==> config.mk <==
export PLATFORM = sky130hd
export DESIGN_NAME = mem_arbiter
export DESIGN_NICKNAME = d
export VERILOG_FILES = /design/src/rtl/mem_arbiter.sv
export SDC_FILE = /design/constraint.sdc
export NUM_CORES = 1
export LEC_CHECK = 0
export ABC_AREA = 1
export BUFFER_PORTS_ARGS = -buffer_cell sky130_fd_sc_hd__buf_2
export CORE_MARGIN = 1.5
export CORE_UTILIZATION = 45
export CTS_BUF_LIST = sky130_fd_sc_hd__clkbuf_16
export DETAILED_ROUTE_END_ITERATION = 10
export GPL_ROUTABILITY_DRIVEN = 0
export GPL_TIMING_DRIVEN = 0
export PLACE_DENSITY = 0.8
export SLEW_MARGIN = 15
export SYNTH_ARGS = -nofsm -noshare
export SYNTH_HDL_FRONTEND = slang
export SYNTH_SLANG_ARGS = --single-unit
==> constraint.sdc <==
create_clock -name a_clk -period 2.05 [get_ports a_clk]
set_input_delay 0.1025 -clock a_clk [delete_from_list [all_inputs] [get_ports a_clk]]
set_output_delay 0.1025 -clock a_clk [all_outputs]
set_load 0.02 [all_outputs]
==> src/rtl/mem_arbiter.sv <==
// mem_arbiter: two-requester arbiter and sequencer in front of the single-port
// data memory. Requester 0 is the load/store unit, requester 1 the debug/DMA port.
// Build option ARB_ROUND_ROBIN_EN: simultaneous requests are resolved by a
// 1-bit round-robin pointer. Without it, requester 0 always wins ties.
// dbg_state exposes the FSM state: 0 IDLE, 1 ISSUE, 2 WAIT, 3 RESP, 4 ABORT.
//
// Handshake: a requester raises rN_req with a stable command and holds both
// until it sees rN_ack or rN_err. rN_gnt pulses in the IDLE cycle in which the
// command is latched, so the command inputs are free to change afterwards.
// On the memory side the latched command is presented with m_stb in ISSUE.
// It is accepted in a cycle with m_stall=0, and it is held with m_cyc until
// m_ack. If no m_ack arrives within TIMEOUT WAIT cycles, the access is
// abandoned with rN_err.
module mem_arbiter #(
    parameter int AWIDTH  = 5,
    parameter int DWIDTH  = 32,
    parameter int TIMEOUT = 15
) (
    input  logic              a_clk,
    input  logic              a_rst,
    input  logic              r0_req,
    input  logic              r0_we,
    input  logic              r0_rd,
    input  logic [AWIDTH-1:0] r0_load_addr,
    input  logic [AWIDTH-1:0] r0_store_addr,
    input  logic [DWIDTH-1:0] r0_wdata,
    input  logic [3:0]        r0_be,
    output logic              r0_gnt,
    output logic              r0_ack,
    output logic              r0_err,
    output logic [DWIDTH-1:0] r0_rdata,
    input  logic              r1_req,
    input  logic              r1_we,
    input  logic              r1_rd,
    input  logic [AWIDTH-1:0] r1_load_addr,
    input  logic [AWIDTH-1:0] r1_store_addr,
    input  logic [DWIDTH-1:0] r1_wdata,
    input  logic [3:0]        r1_be,
    output logic              r1_gnt,
    output logic              r1_ack,
    output logic              r1_err,
    output logic [DWIDTH-1:0] r1_rdata,
    output logic              m_cyc,
    output logic              m_stb,
    output logic              m_we,
    output logic              m_rd,
    output logic [AWIDTH-1:0] m_load_addr,
    output logic [AWIDTH-1:0] m_store_addr,
    output logic [DWIDTH-1:0] m_data_store,
    output logic [3:0]        m_byte_enable,
    input  logic [DWIDTH-1:0] m_read_data,
    input  logic              m_ack,
    input  logic              m_stall,
    output logic [2:0]        dbg_state
);

    typedef enum logic [2:0] {
        ST_IDLE  = 3'd0,
        ST_ISSUE = 3'd1,
        ST_WAIT  = 3'd2,
        ST_RESP  = 3'd3,
        ST_ABORT = 3'd4
    } state_t;

    localparam logic [7:0] TO_LIM = 8'(TIMEOUT);

    state_t            state_q, state_d;
    logic              owner_q;
    logic              op_we_q, op_rd_q;
    logic [AWIDTH-1:0] load_addr_q, store_addr_q;
    logic [DWIDTH-1:0] wdata_q;
    logic [3:0]        be_q;
    logic [DWIDTH-1:0] r0_rdata_q, r1_rdata_q;
    logic [7:0]        cnt_q, cnt_inc;
    logic              any_req, winner, grant;

    assign any_req = r0_req | r1_req;
    // Requests are only looked at in IDLE; reset suppresses a grant in its own cycle.
    assign grant   = (state_q == ST_IDLE) && any_req && !a_rst;
    // The counter saturates so it can never wrap past the limit.
    assign cnt_inc = (cnt_q == TO_LIM) ? cnt_q : cnt_q + 8'd1;

`ifdef ARB_ROUND_ROBIN_EN
    logic rr_ptr_q;

    // Pointer names the requester that wins the next tie; it moves to the loser of each grant.
    always_ff @(posedge a_clk) begin
        if (a_rst)      rr_ptr_q <= 1'b0;
        else if (grant) rr_ptr_q <= ~winner;
    end

    assign winner = (r0_req && r1_req) ? rr_ptr_q : ~r0_req;
`else
    assign winner = ~r0_req;
`endif

    // FSM state register.
    always_ff @(posedge a_clk) begin
        if (a_rst) state_q <= ST_IDLE;
        else       state_q <= state_d;
    end

    // Next state plus all bus and requester strobes.
    always_comb begin
        state_d = state_q;
        m_cyc   = 1'b0;
        m_stb   = 1'b0;
        m_we    = 1'b0;
        m_rd    = 1'b0;
        r0_gnt  = 1'b0;
        r1_gnt  = 1'b0;
        r0_ack  = 1'b0;
        r1_ack  = 1'b0;
        r0_err  = 1'b0;
        r1_err  = 1'b0;
        case (state_q)
            ST_IDLE: begin
                if (grant) begin
                    state_d = ST_ISSUE;
                    r0_gnt  = ~winner;
                    r1_gnt  = winner;
                end
            end
            ST_ISSUE: begin
                m_cyc = 1'b1;
                m_stb = 1'b1;
                m_we  = op_we_q;
                m_rd  = op_rd_q;
                if (!m_stall) state_d = ST_WAIT;
            end
            ST_WAIT: begin
                // we/rd stay up until the memory's ack cycle, where it samples them.
                m_cyc = 1'b1;
                m_we  = op_we_q;
                m_rd  = op_rd_q;
                if (m_ack)                  state_d = ST_RESP;
                else if (cnt_inc == TO_LIM) state_d = ST_ABORT;
            end
            ST_RESP: begin
                r0_ack  = ~owner_q;
                r1_ack  = owner_q;
                state_d = ST_IDLE;
            end
            ST_ABORT: begin
                r0_err  = ~owner_q;
                r1_err  = owner_q;
                state_d = ST_IDLE;
            end
            default: state_d = ST_IDLE;
        endcase
    end

    // WAIT-cycle counter: cleared when a command is issued and after an abort.
    always_ff @(posedge a_clk) begin
        if (a_rst)                                cnt_q <= '0;
        else if (grant)                           cnt_q <= '0;
        else if (state_q == ST_WAIT && !m_ack)    cnt_q <= cnt_inc;
        else if (state_q == ST_ABORT)             cnt_q <= '0;
    end

    // Latch the winner's command at grant; it drives the memory bus until the next grant.
    always_ff @(posedge a_clk) begin
        if (a_rst) begin
            owner_q      <= 1'b0;
            op_we_q      <= 1'b0;
            op_rd_q      <= 1'b0;
            load_addr_q  <= '0;
            store_addr_q <= '0;
            wdata_q      <= '0;
            be_q         <= '0;
        end else if (grant) begin
            owner_q      <= winner;
            op_we_q      <= winner ? r1_we         : r0_we;
            op_rd_q      <= winner ? r1_rd         : r0_rd;
            load_addr_q  <= winner ? r1_load_addr  : r0_load_addr;
            store_addr_q <= winner ? r1_store_addr : r0_store_addr;
            wdata_q      <= winner ? r1_wdata      : r0_wdata;
            be_q         <= winner ? r1_be         : r0_be;
        end
    end

    // Capture read data for the owner on m_ack; accesses without a read return zero.
    always_ff @(posedge a_clk) begin
        if (a_rst) begin
            r0_rdata_q <= '0;
            r1_rdata_q <= '0;
        end else if (state_q == ST_WAIT && m_ack) begin
            if (owner_q) r1_rdata_q <= op_rd_q ? m_read_data : '0;
            else         r0_rdata_q <= op_rd_q ? m_read_data : '0;
        end
    end

    assign r0_rdata      = r0_rdata_q;
    assign r1_rdata      = r1_rdata_q;
    assign m_load_addr   = load_addr_q;
    assign m_store_addr  = store_addr_q;
    assign m_data_store  = wdata_q;
    assign m_byte_enable = be_q;
    assign dbg_state     = state_q;

endmodule

==> impl_results.md <==
* Outcome: finished, final reports clean
* Slew Viols, Final at 0
* Clock skew at 12.6 ps
* Beginning of the worst register-to-register path: dbg_state[2]
* Final net count at 1206
* CTS tree: done
* Synth Area in Adders at 0.00251
* Syn-to-layout area delta at 66.6%
* Cell with the most instances after synthesis: nand2_1
* CP top delay family: buffers and inverters
* Routed vias/inst at 5.47
* Flop2flop setup slack at 90 ps
* Critical path peak fanout at 13
* Final Hold Viols at 0
* Synth cell types at 27
* First-pass GRT wire length at 33100 um
* CTS max path bufs at 2
* CP Capture Type: flip-flop
* Initial antenna violation count at 3
* Top cell type's share of synthesized area at 0.498
* Non-filler cells, final at 1227
* Share of layout cells above drive strength 1 at 0.301
* CP max-delay cell: dfxtp_1
* Leakage at 0.00394 uW
* Max IR drop VDD at 0.695 mV
* Antenna Nets Post-Route at 0
* Grt ovf at 0
* Hold path depth at 3
* Fmax at 510 MHz
* Max-cap viol count at 0
* Total die area at 11700 um^2
* Main combinational cell family by area after synthesis: simple AND/OR/NAND/NOR gates
* Cell chain of the critical path: inv_1, nand3_2, nor2_2, nand2_1, inv_4, buf_4, buf_6, nand2_1, a31oi_1
* Top cells by area, synth: dfxtp_1 50%, nand2_1 16%, a21oi_1 7.5%
* Clock transition at path regs at 60 ps
* Final WL at 21700 um
* Ys async rst share at 0
* RSZ-0062 raised after global routing: no
* Slowest stage delay, CP at 360 ps
* Synth area leader: dfxtp_1
* Clock sinks at 124
* Levels on crit path at 9
* Post-synthesis compound-gate area fraction at 0.203
* Final Critical Period at 1960 ps
* Die Y-Extent at 108 um
* Crit start category: flip-flop
* Number of global-route vias before repair at 6613
* Pwr/cell area at 1010 nW/um^2
* Boundary pin count at 257
* Largest net degree at the start of global routing at 17
* Remaining DRCs at 0
* Slew margin rel. at 0.604
* Dpl cells at 1068
* Yosys warns at 0
* CP Launch Point: dbg_state[2]
* Row count at 38
* CP most frequent cell: nand2_1
* Post-route cell area at 8300 um^2
* Post-synth EDFFs at 0
* Clk_lat worst skew at 410 ps
* Top_reg_cell synth: dfxtp_1
* Flops & latches, synth at 124
* Worst setup path endpoint: m_data_store[11]
* Mapped cell area at 4980 um^2
* Crit share post-route at 0.956
* IO Port Bufs at 256
* Synth Instances at 672
* Initial core utilization at 0.462
* Hpwl dp at 12500 um
* # H-tree levels at 4
* CTS Buf Count at 17
* Post-route setup TNS at 0 ps
* Post-synthesis mux area share at 0
* Crit path kind: reg2reg
* Worst EP arrival at 2260 ps
* Fin util at 0.769
* Die W at 108 um
* Xor and xnor fraction of the mapped netlist area at 0.00352
* Buf/Inv on CP at 4
* GRT Overall Usage at 0.367
* Placed Area at 6440 um^2
* R2r endpoint: m_data_store[11]
* Worst R2R Path Depth at 9
* Final setup vio count at 0
* Post-synth top cells: 207 x nand2_1, 124 x dfxtp_1, 75 x a21oi_1
* Core area at 10800 um^2
* Post-synthesis sequential area ratio at 0.498
* CP required at 2350 ps
* DR vias at 6707
* Net Count, Synth at 807
* Wire per inst at 17.7 um
* Synth Area in Simple Gates at 0.223
* Hold/Removal Path Class: in2reg
* Root buffer cell: clkbuf_16
* Mean Syn Cell Area at 7.41 um^2
* Least-Margin Pin Slew at 593 ps
* Setup Buffers After CTS at 0
* DRT iter0 DRCs at 482
* Drt pass-1 iters at 5
## final cells by class
class | instances | area, um^2
Buffer | 44 | 230
Clock buffer | 17 | 425
Timing Repair Buffer | 381 | 2530
Sequential cell | 124 | 2480
Clock inverter | 15 | 163
Inverter | 30 | 115
Multi-Input combinational cell | 473 | 2170
Fill cell | 742 | 2500
Antenna cell | 3 | 7.51
Tap cell | 140 | 175
## where the power goes
group          total, uW  internal (uW)  leakage [uW]  switching [uW]
logic               2430            852       0.00265            1580
registers           2940           2730       0.00101             208
clock network       3000           1810      0.000280            1190
## cells in the final DEF (no fill, tap or decap), types with 17 or more instances in the layout
master	count
buf_2	269
nand2_1	207
dlygate4sd3_1	125
dfxtp_1	124
a21oi_1	75
o21ai_0	55
nor2_1	51
a31oi_1	47
inv_1	24
clkbuf_1	21
clkbuf_16	17
## repair_timing
item / in CTS / in global routing
hold buffers: 125 / 0
pin swaps: 0 / 1
gates resized for setup: 1 / 4
endpoints found under the setup margin: 2 / 16
endpoints found under the hold margin: 103 / 0
## how the worst min path moves through the flow
stage / from / end
floorplan: r0_wdata[25] / m_data_store[25]
global placement: m_read_data[15] / r1_rdata[15]
detailed placement: m_read_data[5] / r1_rdata[5]
CTS: m_read_data[25] / r1_rdata[25]
global route: m_read_data[25] / r1_rdata[25]
finish: m_read_data[25] / r1_rdata[25]
## registers in the layout, summed over array words and instances (netlist names), 3 cells and up
register / cells
m_store_addr: 5
m_load_addr: 5
cnt_q: 8
m_byte_enable: 4
m_data_store: 32
r1_rdata: 32
r0_rdata: 32
dbg_state: 3
## metal layers
metal	global-route usage	vias to the layer above	wire, um	share of wire
met5	0	-	0	0
met1	0.409	3043	7980	0.37
li1	-	3044	-	-
met3	0.110	118	2030	0.093
met4	0.227	0	1240	0.057
met2	0.613	502	10500	0.48
## worst min-delay path, cell delays in order
cell and delay [ps]:
buf_2 100, a21oi_1 60, nor2_1 100
## through the flow
step	total power [uW]	worst slack [ps]	hold slack, ps
floorplan	4260	497	220
CTS	8200	43.5	0.0973
finish	8370	91.1	8.35
detailed placement	5050	302	361
global route	8700	5.63	1.96
global placement	5030	309	356
## logic make-up (layout without fill, tap and decap cells)
family,count (synthesis),in the layout
DFF,124,124
xor gates and xnor gates,2,2
and+or+nand+nor,281,281
AOI/OAI and AO/OA,189,189
other,0,3
adders and majority gates,1,1
buffers and inverters,75,487
(Power assumes the default switching activity.)
